===== src/rtl/min_reduce_collector_pkg.sv =====
// Shared widths, lane count and stage-B state encoding for the MIN2 collector.
package min_reduce_collector_pkg;

    localparam int IDX_W_DEF = 16;
    localparam int VAL_W_DEF = 14;
    localparam int CNT_W_DEF = 16;
    localparam int NUM_LANES = 4;

    typedef enum logic [0:0] {
        FIRST = 1'b0,
        ACCUM = 1'b1
    } state_e;

endpackage


===== src/rtl/min_reduce_collector_lane_reduce.sv =====
// Combinational 4->1 minimum tree; ties resolve toward the lowest lane.
module min4_lane_reduce
    import min_reduce_collector_pkg::*;
#(
    parameter int IDX_W = IDX_W_DEF,
    parameter int VAL_W = VAL_W_DEF
) (
    input  logic [NUM_LANES-1:0][IDX_W-1:0] idx_i,
    input  logic [NUM_LANES-1:0][VAL_W-1:0] val_i,
    output logic [IDX_W-1:0]                idx_o,
    output logic [VAL_W-1:0]                val_o
);

    logic [1:0][IDX_W-1:0] pair_idx;
    logic [1:0][VAL_W-1:0] pair_val;
    logic                  sel_hi;

    // Upper operand only wins on strict less-than, so equal values keep the lower lane.
    generate
        for (genvar p = 0; p < 2; p++) begin : g_pair
            logic take_odd;
            assign take_odd    = val_i[2*p+1] < val_i[2*p];
            assign pair_idx[p] = take_odd ? idx_i[2*p+1] : idx_i[2*p];
            assign pair_val[p] = take_odd ? val_i[2*p+1] : val_i[2*p];
        end
    endgenerate

    assign sel_hi = pair_val[1] < pair_val[0];
    assign idx_o  = sel_hi ? pair_idx[1] : pair_idx[0];
    assign val_o  = sel_hi ? pair_val[1] : pair_val[0];

endmodule


===== src/rtl/min_reduce_collector.sv =====
// Frame-wide minimum collector: per-beat lane reduce, then running accumulate
// with a registered publish and one-cycle Best_Done on the frame's trigger beat.
module min_reduce_collector
    import min_reduce_collector_pkg::*;
#(
    parameter int IDX_W = IDX_W_DEF,
    parameter int VAL_W = VAL_W_DEF,
    parameter int CNT_W = CNT_W_DEF
) (
    input  logic             clk,
    input  logic             rst,
    input  logic             MIN2_Valid,
    input  logic             MIN2_TriggerBoss,
    input  logic [IDX_W-1:0] MIN2_Minimum1Index,
    input  logic [IDX_W-1:0] MIN2_Minimum2Index,
    input  logic [IDX_W-1:0] MIN2_Minimum3Index,
    input  logic [IDX_W-1:0] MIN2_Minimum4Index,
    input  logic [VAL_W-1:0] MIN2_Minimum1Value,
    input  logic [VAL_W-1:0] MIN2_Minimum2Value,
    input  logic [VAL_W-1:0] MIN2_Minimum3Value,
    input  logic [VAL_W-1:0] MIN2_Minimum4Value,
    output logic [IDX_W-1:0] Best_Index,
    output logic [VAL_W-1:0] Best_Value,
    output logic [CNT_W-1:0] Best_Count,
    output logic             Best_Done,
    output logic             Busy
);

    logic [NUM_LANES-1:0][IDX_W-1:0] lane_idx;
    logic [NUM_LANES-1:0][VAL_W-1:0] lane_val;
    logic [IDX_W-1:0]                red_idx;
    logic [VAL_W-1:0]                red_val;

    // Lane 1 sits at element 0 so the tree's tie rule favours the lowest lane number.
    assign lane_idx = {MIN2_Minimum4Index, MIN2_Minimum3Index,
                       MIN2_Minimum2Index, MIN2_Minimum1Index};
    assign lane_val = {MIN2_Minimum4Value, MIN2_Minimum3Value,
                       MIN2_Minimum2Value, MIN2_Minimum1Value};

    min4_lane_reduce #(
        .IDX_W (IDX_W),
        .VAL_W (VAL_W)
    ) u_reduce (
        .idx_i (lane_idx),
        .val_i (lane_val),
        .idx_o (red_idx),
        .val_o (red_val)
    );

    logic             a_vld_q, a_last_q;
    logic [IDX_W-1:0] a_idx_q;
    logic [VAL_W-1:0] a_val_q;

    always_ff @(posedge clk) begin
        if (rst) begin
            a_vld_q  <= 1'b0;
            a_last_q <= 1'b0;
            a_idx_q  <= '0;
            a_val_q  <= '1;
        end else begin
            a_vld_q  <= MIN2_Valid;
            a_last_q <= MIN2_Valid & MIN2_TriggerBoss;
            if (MIN2_Valid) begin
                a_idx_q <= red_idx;
                a_val_q <= red_val;
            end
        end
    end

    state_e           state_q, state_d;
    logic [IDX_W-1:0] run_idx_q, run_idx_d;
    logic [VAL_W-1:0] run_val_q, run_val_d;
    logic [CNT_W-1:0] run_cnt_q, run_cnt_d;
    logic [IDX_W-1:0] best_idx_q, best_idx_d;
    logic [VAL_W-1:0] best_val_q, best_val_d;
    logic [CNT_W-1:0] best_cnt_q, best_cnt_d;
    logic             done_d;
    logic             done_q;
    logic             a_wins;
    logic [CNT_W-1:0] cnt_inc;

    assign a_wins  = a_val_q < run_val_q;
    assign cnt_inc = (&run_cnt_q) ? run_cnt_q : run_cnt_q + 1'b1;

    always_comb begin
        state_d    = state_q;
        run_idx_d  = run_idx_q;
        run_val_d  = run_val_q;
        run_cnt_d  = run_cnt_q;
        best_idx_d = best_idx_q;
        best_val_d = best_val_q;
        best_cnt_d = best_cnt_q;
        done_d     = 1'b0;
        if (a_vld_q) begin
            case (state_q)
                FIRST: begin
                    run_idx_d = a_idx_q;
                    run_val_d = a_val_q;
                    run_cnt_d = {{(CNT_W-1){1'b0}}, 1'b1};
                    state_d   = a_last_q ? FIRST : ACCUM;
                end
                default: begin
                    if (a_wins) begin
                        run_idx_d = a_idx_q;
                        run_val_d = a_val_q;
                    end
                    run_cnt_d = cnt_inc;
                    if (a_last_q) state_d = FIRST;
                end
            endcase
            // Publish from the next-run values so the trigger beat itself takes part.
            if (a_last_q) begin
                best_idx_d = run_idx_d;
                best_val_d = run_val_d;
                best_cnt_d = run_cnt_d;
                done_d     = 1'b1;
            end
        end
    end

    always_ff @(posedge clk) begin
        if (rst) begin
            state_q    <= FIRST;
            run_idx_q  <= '0;
            run_val_q  <= '1;
            run_cnt_q  <= '0;
            best_idx_q <= '0;
            best_val_q <= '1;
            best_cnt_q <= '0;
            done_q     <= 1'b0;
        end else begin
            state_q    <= state_d;
            run_idx_q  <= run_idx_d;
            run_val_q  <= run_val_d;
            run_cnt_q  <= run_cnt_d;
            best_idx_q <= best_idx_d;
            best_val_q <= best_val_d;
            best_cnt_q <= best_cnt_d;
            done_q     <= done_d;
        end
    end

    assign Best_Index = best_idx_q;
    assign Best_Value = best_val_q;
    assign Best_Count = best_cnt_q;
    assign Best_Done  = done_q;
    assign Busy       = (state_q == ACCUM);

endmodule


===== config.mk =====
export PLATFORM = sky130hd
export DESIGN_NAME = min_reduce_collector
export DESIGN_NICKNAME = d
export VERILOG_FILES = /design/src/rtl/min_reduce_collector_pkg.sv /design/src/rtl/min_reduce_collector_lane_reduce.sv /design/src/rtl/min_reduce_collector.sv
export SDC_FILE = /design/constraint.sdc
export NUM_CORES = 1
export LEC_CHECK = 0
export BUFFER_PORTS_ARGS = -buffer_cell sky130_fd_sc_hd__buf_4
export CAP_MARGIN = 40
export CORE_ASPECT_RATIO = 1.1
export CORE_MARGIN = 4
export CORE_UTILIZATION = 35
export DETAILED_ROUTE_END_ITERATION = 10
export PLACE_DENSITY_LB_ADDON = 0.1
export SYNTH_ARGS = -nofsm -noshare
export SYNTH_HDL_FRONTEND = slang
export SYNTH_SLANG_ARGS = --single-unit
export TNS_END_PERCENT = 1

===== constraint.sdc =====
create_clock -name clk -period 10.4 [get_ports clk]
set_clock_uncertainty 0.1 [all_clocks]
set_input_delay 2.08 -clock clk [delete_from_list [all_inputs] [get_ports clk]]
set_output_delay 2.08 -clock clk [all_outputs]
set_load 0.1 [all_outputs]

# --- After elaboration in Yosys (flattened, before gate mapping) ---
# Cells that the tools add are included.
op_classes:
  addsub: 1
  n_bitwise: 2
  magnitude_cmp: 4
  muxes: 14
  n_reduce_logical: 3
ops:
  columns: ["op", "count"]
  rows:
  - ["$mux W16", 7]
  - ["$mux W14", 5]
  - ["$lt A14 B14 Y1", 4]
  - ["$add A16 B1 Y16 const B", 1]
  - ["$reduce_and A16 Y1", 1]
  - ["$mux W1", 2]
  - ["$reduce_and A2 Y1", 1]
  - ["$reduce_or A2 Y1", 1]
  - ["$and A1 B1 Y1", 1]
  - ["$not A1 Y1", 1]
word_totals:
  regBits: 126
  output_inout_bits: 48
  input_bits: 124
  elab_cells: 36

# --- Longest topological paths before layout ---
# Gate-level depths: netlist of the first run.
logic_depth:
  depth_word: 4
  mapped_depth: 19
  depth_no_buf: 15

# --- Hierarchy ---
# From an unflattened synthesis of the first run, not the netlist that was laid out.
unflattened:
  cells_unflattened: 842
  area_unflattened_um2: 7342.0
modules_own_cells:
  columns: ["mod", "seq_area_each_um2", "area_per_inst_um2", "instances", "cells_each"]
  rows:
  - ["min_reduce_collector", 2522.4, 5382.7, 1, 584]
  - ["min4_lane_reduce", 0.0, 1959.4, 1, 258]

# --- Worst setup path before layout of the first run ---
# OpenSTA, ideal clock, no wires.
synth_timing:
  path_kind: "input -> register"
  from: "input MIN2_Minimum1Value[13]"
  to: "register a_val_q[12]"
  n_path_buf: 2
  setup_ps: 128
  setup_slack_ps: 4384
  arrival_time_ps: 5788
  path_stages: 17
  required_time_ps: 10172
  path_cell_list: "inv_1 ha_1 and4_1 nand2_1 a211o_1 nand2_1 clkbuf_1 mux2i_1 ha_1 and4_1 a221oi_1 a21boi_1 a2111oi_0 clkbuf_1 o211ai_1 a21oi_1 a211oi_1"
synth_via:
  elab_chain_cells: 4
synth_lines:
  columns: ["item", "line_no", "rtl"]
  rows:
  - ["start, declared", "min_reduce_collector.sv:18", "input logic [VAL_W-1:0] MIN2_Minimum1Value,"]
  - ["$lt A14 B14 Y1", "min_reduce_collector_lane_reduce.sv:22", "assign take_odd = val_i[2*p+1] < val_i[2*p];"]
  - ["$mux W14 (*)", "min_reduce_collector_lane_reduce.sv:24", "assign pair_val[p] = take_odd ? val_i[2*p+1] : val_i[2*p];"]
  - ["$lt A14 B14 Y1", "min_reduce_collector_lane_reduce.sv:28", "assign sel_hi = pair_val[1] < pair_val[0];"]
  - ["$mux W14 (*)", "min_reduce_collector_lane_reduce.sv:30", "assign val_o = sel_hi ? pair_val[1] : pair_val[0];"]
  - ["end signal, assigned", "min_reduce_collector.sv:65", "a_val_q <= red_val;"]
  - ["end, declared", "min_reduce_collector.sv:52", "logic [VAL_W-1:0] a_val_q;"]
# Every way passes the cells marked *; elsewhere a longest branch is shown, timed or not.
# A chain may end at the register's enable or synchronous reset.

# --- Worst setup path in the final report of the first run ---
layout_timing:
  from: "input MIN2_Minimum3Value[13]"
  to: "register a_idx_q[15]"
layout_via:
  elab_chain_cells: 4
  word_cells_on_any_way: 5
  classes_between: "order compare (2); mux (3)"
layout_lines:
  columns: ["item", "line_no", "rtl"]
  rows:
  - ["start, declared", "min_reduce_collector.sv:20", "input logic [VAL_W-1:0] MIN2_Minimum3Value,"]
  - ["$lt A14 B14 Y1", "min_reduce_collector_lane_reduce.sv:22", null]
  - ["$mux W14", "min_reduce_collector_lane_reduce.sv:24", null]
  - ["$lt A14 B14 Y1", "min_reduce_collector_lane_reduce.sv:28", null]
  - ["$mux W16 (*)", "min_reduce_collector_lane_reduce.sv:29", "assign idx_o = sel_hi ? pair_idx[1] : pair_idx[0];"]
  - ["end signal, assigned", "min_reduce_collector.sv:64", "a_idx_q <= red_idx;"]
  - ["end, declared", "min_reduce_collector.sv:51", "logic [IDX_W-1:0] a_idx_q;"]
# Marks and branches as above.

==> flow_metrics.py, run 1 <==
metrics = {
    "critical_path": {
        "crit_buf_inv": 3,
        "path_cells": "buf_4 -> inv_1 -> ha_1 -> a21oi_1 -> o21a_1 -> o21a_1 -> o21a_2 -> buf_4 -> o21ai_0 -> ha_1 -> and4_1 -> a221oi_1 -> a21boi_1 -> or2_0 -> a2111o_1 -> o221ai_1",
        "reg2regPathDepth": 9,
        "rr_startpoint": "a_val_q[11]",
        "worstSetupEndpointType": "register",
        "r2r_end": "Best_Index[6]",
        "arrival_ns": 6.42,
        "r2r_setup_slack_ns": 7.17,
        "critical_path_required_ns": 10.63,
        "path_delay_family": "compound AO/OA/AOI/OAI gates",
        "cp_max_fo": 42,
        "crit_path_max_incr_delay_ns": 0.73,
        "crit_slowest_cell": "a2111o_1",
        "worst_setup_path_start_kind": "primary input",
        "crit_type": "in2reg",
        "critPathLaunch": "MIN2_Minimum3Value[13]",
    },
    "floorplanning": {
        "start_util_pct": 35.7,
        "core_sq_mm": 0.0214,
        "fp-row-count": 56,
        "dieArea_sq_mm": 0.0242,
        "die_h_um": 163,
        "die_w_um": 149,
        "io_pins": 172,
    },
    "clocking": {
        "post_cts_resized": 0,
        "cts_tree": "built",
        "clock-sinks": 126,
        "cts_hold_buf": 0,
        "h-tree-depth": 4,
        "clock_path_buffers": 2,
        "clk_pin_slew_ns": 0.06,
        "post_cts_buffers": 0,
        "cts_made_buffers": 17,
        "cts_root_buf": "clkbuf_16",
        "clk_latency_ns": 0.41,
    },
    "timing": {
        "rsz0062_at_grt": "false",
        "slew_headroom_pct": 43.9,
        "fin_setup_tns_ns": 0,
        "slew_viol_final": 0,
        "final.period_utilization_pct": 59.5,
        "finalCriticalPeriod_ns": 6.19,
        "worst_pin_slew_ns": 0.834,
        "fmax_mhz": 162,
        "setup_viol": 0,
        "finalHoldViolCount": 0,
    },
    "synthesis": {
        "async_reset_ff_share_pct": 0,
        "ys_seq_elements": 126,
        "syn_area_per_cell_sq_um": 8.44,
        "yosysWarnings": 0,
        "post-synth-top-area-cell": "dfxtp_1",
        "synth_edf_count": 0,
        "seq_area_frac_synth_pct": 33.0,
        "synthCells": 905,
        "synth_nets": 1082,
        "yosysMostFrequentCell": "dfxtp_1",
        "synth_top_area_share_pct": 33.0,
        "yosysUniqueCellTypes": 64,
        "yosys_most_used_dff": "dfxtp_1",
        "synthTopCellsByCount": "dfxtp_1, nor2_1, mux2i_1",
        "synthTopCellsByArea": "dfxtp_1, mux2i_1, ha_1, nor2_1, nand2b_1",
        "syn_area_sq_mm": 0.00763,
    },
    "power": {
        "vdd_drop_max_uv": 97.2,
        "power_density_mw_per_mm2": 146,
        "leakage_nw": 4.18,
        "fin_total_pwr_mw": 1.42,
    },
    "drt": {
        "drt-total-wl_um": 21600,
        "dr.pass1.iters": 5,
        "post_drt_wl_per_cell_um": 16.1,
        "ant_nets": 0,
        "routed_via_density": 5.11,
        "num_vias": 6877,
        "drc_errors": 0,
        "drtIter0Drc": 422,
    },
    "final_layout": {
        "drive_above_1_share_pct": 22.6,
        "finalNetCount": 1220,
        "num_antenna_cells": 0,
        "area_growth_pct": 27.9,
        "stdcell_count": 1345,
        "fillerInstances": 2174,
    },
    "worst_hold_path": {
        "hold_class": "reg2reg",
        "hold_path_depth": 2,
        "min_to": "Best_Count[0]",
        "holdCritStartpoint": "Best_Count[0]",
    },
    "place": {
        "dp_hpwl_um": 16300,
        "placed_cells": 1314,
        "io_buffer_count": 171,
        "globalplace.congestion": 0.872,
    },
    "global_route": {
        "overflow": 0,
        "track_usage_pct": 17.9,
        "grt_max_degree": 85,
        "grt_pass1_wl_um": 35100,
        "antenna_found_initial": 0,
        "grt_pass1_vias": 6751,
    },
    "status": {
        "status": "completed",
    },
    "run": {
        "max_cap_viol_count": 0,
    },
}
layout by cell type, fill, tap and decap left out, drive strengths merged, types with 3 or more instances in the layout:
cell and instances:
buf 184, dfxtp 126, nand4 4, clkinvlp 4, nand2b 46, a21oi 38
and4 5, xor2 3, a211oi 30, clkinv 6, a21o 8, a311o 16
ha 53, o221ai 16, and2 21, and3 3, nand2 65, a31oi 3
a32o 3, nand3 14, a2111oi 3, clkbuf 17, xnor2 4, o31ai 4
o211a 3, o21ai 40, or2 4, nor3 22, o21a 10, inv 49
mux2i 78, nor2 97, o211ai 27, a211o 3, nor4 14
through the flow:
step	utilization (%)	hold slack (ns)	area, sq um	setup slack [ns]
floorplan	-	0.349	7630	4.38
global placement	42.6	0.328	9110	3.58
detailed placement	43.0	0.332	9200	3.76
CTS	45.7	0.340	9770	4.21
global route	45.7	0.375	9770	3.82
finish	45.7	0.334	9770	4.21
worst min-delay path, delay by kind of cell (launching register included):
family,cells,cell delay [ns]
DFF,1,0.31
and+or+nand+nor,2,0.09
sequential cells by signal, indices dropped and copies added (netlist names):
signal and cells:
Best_Value 14, a_last_q 1, a_idx_q 16, a_val_q 14, Busy 1, run_idx_q 16
run_cnt_q 16, Best_Index 16, Best_Done 1, run_val_q 14, a_vld_q 1, Best_Count 16
power by group:
part	switching (mW)	leakage, nW	total [mW]	internal [mW]
sequential	0.0278	1.02	0.538	0.510
clock	0.223	0.271	0.574	0.351
combinational	0.181	2.88	0.311	0.130
total	0.432	4.18	1.42	0.991
kinds of logic (layout without fill, tap and decap cells):
family                   Yosys count  after routing  synth area share [%]
buffers and inverters            112            262                  5.74
XOR/XNOR                           7              7                 0.803
adder cells (fa/ha/maj)           53             53                  8.69
AO/OA/AOI/OAI                    222            222                  21.8
multiplexers                      79             79                  10.4
flip-flops                       126            126                  33.0
AND/OR/NAND/NOR                  306            306                  19.6
area by class of cell:
type                       instances  area, sq um  area share (%)
tap                              290          363            3.72
inverter                          47          176            1.81
clock inverter                    14          145            1.49
clock buffer                      17          425            4.36
sequential                       126         2520            25.8
timing repair buffer             184         1430            14.6
multi-input combinational        667         4710            48.2
worst max-delay path by stage:
stage,slack (ns),end,depth (start not counted)
floorplan,4.38,a_val_q[12],17
finish,4.21,a_idx_q[15],16
global route,3.82,a_idx_q[3],15
CTS,4.21,a_idx_q[1],16
detailed placement,3.76,a_idx_q[1],16
global placement,3.58,a_idx_q[15],14
layer usage:
metal / GRT usage [%] / part of all wire (%) / vias up
li1: - / - / 3555
met3: 3.79 / 4.7 / 15
met5: 0 / 0 / -
met1: 24.0 / 47 / 3147
met4: 4.16 / 1.2 / 0
met2: 29.5 / 47 / 160
No activity file was read; power rests on OpenSTA's default activity.
==> inputs of run 2 (changes only) <==
Clock period 10.4 ns to 6.2 ns, I/O delays scaled along.
==> run 2 against run 1 <==
Hold slack gained 0.0022 ns. Non-clock buffer count grew 3. Clock power grew 79%. Sequential share of layout area shrank 0.089 points. Critical path depth shrank 2. First-iteration DRC count shrank 15%. Cell count grew 0.30%. Critical path type unchanged. Critical endpoint is now a_idx_q[0]. Largest cell class unchanged.
==> flow_metrics.py, run 2 (synthesis results as in run 1) <==
metrics = {
    "status": {
        "status": "completed",
    },
    "clocking": {
        "cts_root_buf": "clkbuf_16",
        "cts_made_buffers": 17,
        "h-tree-depth": 4,
        "post_cts_resized": 0,
        "post_cts_buffers": 0,
        "clock_path_buffers": 2,
        "cts_hold_buf": 0,
        "clock-sinks": 126,
        "cts_tree": "built",
        "clk_latency_ns": 0.42,
        "clk_pin_slew_ns": 0.06,
    },
    "critical_path": {
        "critPathLaunch": "MIN2_Minimum3Value[4]",
        "critical_path_required_ns": 6.43,
        "arrival_ns": 5.28,
        "r2r_setup_slack_ns": 3.00,
        "rr_startpoint": "run_val_q[6]",
        "worst_setup_path_start_kind": "primary input",
        "crit_type": "in2reg",
        "worstSetupEndpointType": "register",
        "cp_max_fo": 23,
    },
    "place": {
        "io_buffer_count": 171,
        "placed_cells": 1317,
        "place_area_sq_mm": 0.00919,
        "globalplace.congestion": 0.858,
        "dp_hpwl_um": 16000,
    },
    "run": {
        "max_cap_viol_count": 0,
    },
    "global_route": {
        "track_usage_pct": 17.6,
        "grt_pass1_vias": 6801,
        "grt_max_degree": 85,
        "grt_pass1_wl_um": 34800,
        "overflow": 0,
        "antenna_found_initial": 0,
    },
    "floorplanning": {
        "core_sq_mm": 0.0214,
        "die_w_um": 149,
        "fp-row-count": 56,
        "die_h_um": 163,
        "dieArea_sq_mm": 0.0242,
        "io_pins": 172,
        "start_util_pct": 35.7,
    },
    "timing": {
        "hold_slack_ns": 0.337,
        "rsz0062_at_grt": "false",
        "finalCriticalPeriod_ns": 5.06,
        "finalHoldViolCount": 0,
        "final.period_utilization_pct": 81.5,
        "setup_viol": 0,
        "worst_pin_slew_ns": 0.793,
        "slew_viol_final": 0,
        "slew_headroom_pct": 47.1,
        "fin_setup_tns_ns": 0,
        "fmax_mhz": 198,
    },
    "drt": {
        "ant_nets": 0,
        "routed_via_density": 5.06,
        "num_vias": 6828,
        "drc_errors": 0,
        "drtIter0Drc": 360,
        "dr.pass1.iters": 4,
        "post_drt_wl_per_cell_um": 15.9,
        "drt-total-wl_um": 21400,
    },
    "final_layout": {
        "fillerInstances": 2137,
        "final_cell_mix": "buf_4, dfxtp_1, nor2_1",
        "fin_area_sq_mm": 0.00980,
        "finalNetCount": 1223,
        "num_antenna_cells": 0,
        "stdcell_count": 1349,
        "layout_commonest_cell": "buf_4",
        "drive_above_1_share_pct": 22.8,
        "area_growth_pct": 28.4,
    },
    "power": {
        "leakage_nw": 4.20,
        "fin_total_pwr_mw": 2.46,
        "power_density_mw_per_mm2": 251,
        "vdd_drop_max_uv": 156,
    },
    "worst_hold_path": {
        "hold_class": "reg2reg",
        "holdCritStartpoint": "Best_Count[0]",
    },
}
## run 2: cell count changes in the layout (fill, tap and decap cells not counted)
cell,previous run,this run
buf_4,179,184
buf_16,1,0
buf_8,2,1
inv_6,2,6
clkinv_2,4,1
clkbuf_1,0,1
bufinv_16,2,3
clkinvlp_4,4,2
## run 2: final timing paths
kind,to,depth (start not counted)
worst max-delay path,a_idx_q[0],14
worst min-delay path,Best_Count[0],2
worst min register to register,Best_Count[0],2
worst max register to register,Best_Index[0],10
## run 2: area by class of cell
class | count | area [sq um] | share of cell area [%]
clock inverter | 14 | 180 | 1.84
sequential | 126 | 2520 | 25.7
tap | 290 | 363 | 3.70
timing repair buffer | 187 | 1420 | 14.5
inverter | 47 | 176 | 1.80
multi-input combinational | 667 | 4710 | 48.0
clock buffer | 18 | 429 | 4.38
## run 2: layer usage
| metal | up-vias | global-route usage, % | share of wire, % |
|---|---|---|---|
| met3 | 11 | 4.09 | 4.1 |
| met4 | 0 | 4.24 | 0.96 |
| met2 | 130 | 29.3 | 47 |
| met5 | - | 0 | 0 |
| met1 | 3129 | 23.3 | 47 |
| li1 | 3558 | - | - |
## run 2: critical path, stage by stage
cell,delay (ns)
buf_4,0.11
inv_1,0.08
ha_1,0.23
o21a_1,0.18
o21ai_2,0.48
o21a_2,0.46
buf_4,0.38
o21ai_0,0.14
ha_1,0.21
a221oi_1,0.26
a21boi_1,0.13
or2_0,0.35
a2111o_1,0.72
o221ai_1,0.31
## run 2: metrics by stage
step	utilization, %	worst slack (ns)
after floorplan	-	1.02
after global placement	42.8	0.657
after detailed placement	43.0	0.683
after CTS	45.9	1.15
after global routing	45.9	0.791
final	45.9	1.14
## run 2: where the power goes
part / switching, mW / internal (mW) / leakage [nW] / total (mW)
combinational: 0.305 / 0.218 / 2.89 / 0.523
sequential: 0.0435 / 0.855 / 1.02 / 0.899
clock: 0.393 / 0.640 / 0.293 / 1.03
total: 0.742 / 1.71 / 4.20 / 2.46
==> inputs of run 3 (changes only) <==
Clock period 6.2 ns to 5.22 ns, I/O delays scaled along.
==> run 3 against run 2 <==
Largest power group unchanged. Die area did not move. First-iteration DRC count fell by 33%. Critical endpoint is now a_val_q[8]. Routed wire length rose by 1.2%. Sequential share of layout area fell by 0.15 points. Global-route usage rose by 0.55 points. Cell area rose by 0.60%. Sequential power rose by 19%. Clock power rose by 11%. Hold slack got worse by 0.0027 ns. Clock-buffer cell count did not move.
==> flow_metrics.py, run 3 (synthesis results as in run 1) <==
metrics = {
    "clocking": {
        "cts_tree": "built",
        "clock_path_buffers": 2,
        "clock-sinks": 126,
        "cts_hold_buf": 0,
        "clk_latency_ns": 0.42,
        "h-tree-depth": 4,
        "clk_pin_slew_ns": 0.06,
        "post_cts_resized": 0,
        "cts_made_buffers": 17,
        "cts_root_buf": "clkbuf_16",
        "post_cts_buffers": 0,
    },
    "drt": {
        "drc_errors": 0,
        "post_drt_wl_per_cell_um": 16.0,
        "dr.pass1.iters": 4,
        "drt-total-wl_um": 21700,
        "routed_via_density": 5.07,
        "num_vias": 6880,
        "drtIter0Drc": 242,
        "ant_nets": 0,
    },
    "critical_path": {
        "crit_buf_inv": 4,
        "worst_setup_path_start_kind": "primary input",
        "cp_max_fo": 13,
        "crit_type": "in2reg",
        "cpMostUsedCell": "buf_4",
        "crit_path_max_incr_delay_ns": 0.36,
        "path_delay_family": "compound AO/OA/AOI/OAI gates",
        "path_cells": "buf_4 -> inv_1 -> ha_1 -> and4_1 -> nand2_1 -> a211o_1 -> nand2_2 -> buf_4 -> mux2i_1 -> ha_1 -> a21oi_1 -> o211a_1 -> o21ai_1 -> and2_1 -> or3_1 -> o31a_1 -> buf_4 -> a211oi_1",
        "critical_path_required_ns": 5.44,
        "worstSetupEndpointType": "register",
        "crit_slowest_cell": "or3_1",
        "arrival_ns": 4.70,
    },
    "run": {
        "max_cap_viol_count": 0,
    },
    "power": {
        "pwr-share-comb_pct": 22.3,
        "fin_total_pwr_mw": 2.84,
        "p_switching_mw": 0.887,
        "power_density_mw_per_mm2": 288,
        "p_sw_share_pct": 31.2,
        "p_clk_share_pct": 40.2,
        "p_int_mw": 1.96,
        "vdd_drop_max_uv": 196,
        "seq_power_share_pct": 37.5,
        "leakage_nw": 4.23,
    },
    "floorplanning": {
        "start_util_pct": 35.7,
        "fp-row-count": 56,
        "die_w_um": 149,
        "core_sq_mm": 0.0214,
        "io_pins": 172,
        "die_h_um": 163,
        "dieArea_sq_mm": 0.0242,
    },
    "global_route": {
        "grt_pass1_vias": 6936,
        "grt_pass1_wl_um": 35800,
        "antenna_found_initial": 0,
        "overflow": 0,
        "grt_max_degree": 85,
        "track_usage_pct": 18.2,
    },
    "final_layout": {
        "fin_area_sq_mm": 0.00986,
        "num_antenna_cells": 0,
        "final_cell_mix": "buf_4, dfxtp_1, nor2_1",
        "area_growth_pct": 29.1,
        "fillerInstances": 2144,
        "layout_commonest_cell": "buf_4",
        "drive_above_1_share_pct": 23.5,
        "finalNetCount": 1232,
    },
    "place": {
        "globalplace.congestion": 0.887,
        "io_buffer_count": 171,
        "place_area_sq_mm": 0.00929,
        "place_ws_ns": 0.287,
        "dp_hpwl_um": 16200,
    },
    "timing": {
        "worst_pin_slew_ns": 0.794,
        "rsz0062_at_grt": "false",
        "hold_slack_ns": 0.334,
        "final.period_utilization_pct": 85.7,
        "setup_slack_ns": 0.746,
        "finalHoldViolCount": 0,
        "fin_setup_tns_ns": 0,
        "setup_viol": 0,
        "slew_headroom_pct": 47.1,
        "fmax_mhz": 224,
        "slew_viol_final": 0,
        "finalCriticalPeriod_ns": 4.47,
    },
    "status": {
        "status": "completed",
    },
    "worst_hold_path": {
        "hold_class": "reg2reg",
    },
}
-- run 3: cell count changes in the layout (fill, tap and decap cells not counted) --
cell and change:
inv_6 -2, buf_6 +1, buf_12 +1, buf_4 +7
buf_8 -1, bufinv_16 -2, clkbuf_1 -1, buf_16 +1
clkinvlp_4 +4, clkbuf_8 +1
-- run 3: layer usage --
layer / part of all wire, % / vias to the layer above / track usage (%) / wire [um]
met1: 46 / 3130 / 24.2 / 9980
met3: 4.8 / 13 / 4.01 / 1030
met5: 0 / - / 0 / 0
met2: 48 / 164 / 30.2 / 10500
li1: - / 3573 / - / -
met4: 0.85 / 0 / 4.20 / 184
-- run 3: area by class of cell --
class	instances	area [sq um]	share of cell area, %
multi-input cells	667	4710	47.8
clock buffers	18	439	4.45
flip-flops and latches	126	2520	25.6
well taps	290	363	3.68
repair buffers	196	1520	15.4
clock inverters	14	133	1.35
inverters	47	176	1.79
-- run 3: final timing paths --
check	start	endpoint	slack [ns]	cells past startpoint
setup / recovery	MIN2_Minimum1Value[13]	a_val_q[8]	0.75	18
hold / removal	Best_Count[0]	Best_Count[0]	0.33	2
setup reg to reg	run_val_q[6]	Best_Index[15]	2.00	10
hold reg to reg	Best_Count[0]	Best_Count[0]	0.33	2
-- run 3: stage by stage --
stage	cells	utilization (%)
floorplan	905	-
global placement	1322	43.2
detailed placement	1326	43.5
CTS	1358	46.1
global route	1358	46.1
finish	1358	46.1
-- run 3: tightest hold or removal path, cell delays in order (launching register included) --
cell and delay [ns]:
dfxtp_1 0.31, nand2_1 0.05, nand2_1 0.04
-- run 3: power groups by stage --
| stage | logic (mW) | clock network, mW | registers (mW) |
|---|---|---|---|
| 2_1_floorplan | 0.387 | 0 | 1.09 |
| 6_report | 0.633 | 1.14 | 1.07 |
| 4_1_cts | 0.640 | 1.17 | 1.07 |
| 3_5_place_dp | 0.639 | 0 | 1.09 |
| 5_1_grt | 0.703 | 1.22 | 1.08 |
| 3_3_place_gp | 0.634 | 0 | 1.09 |
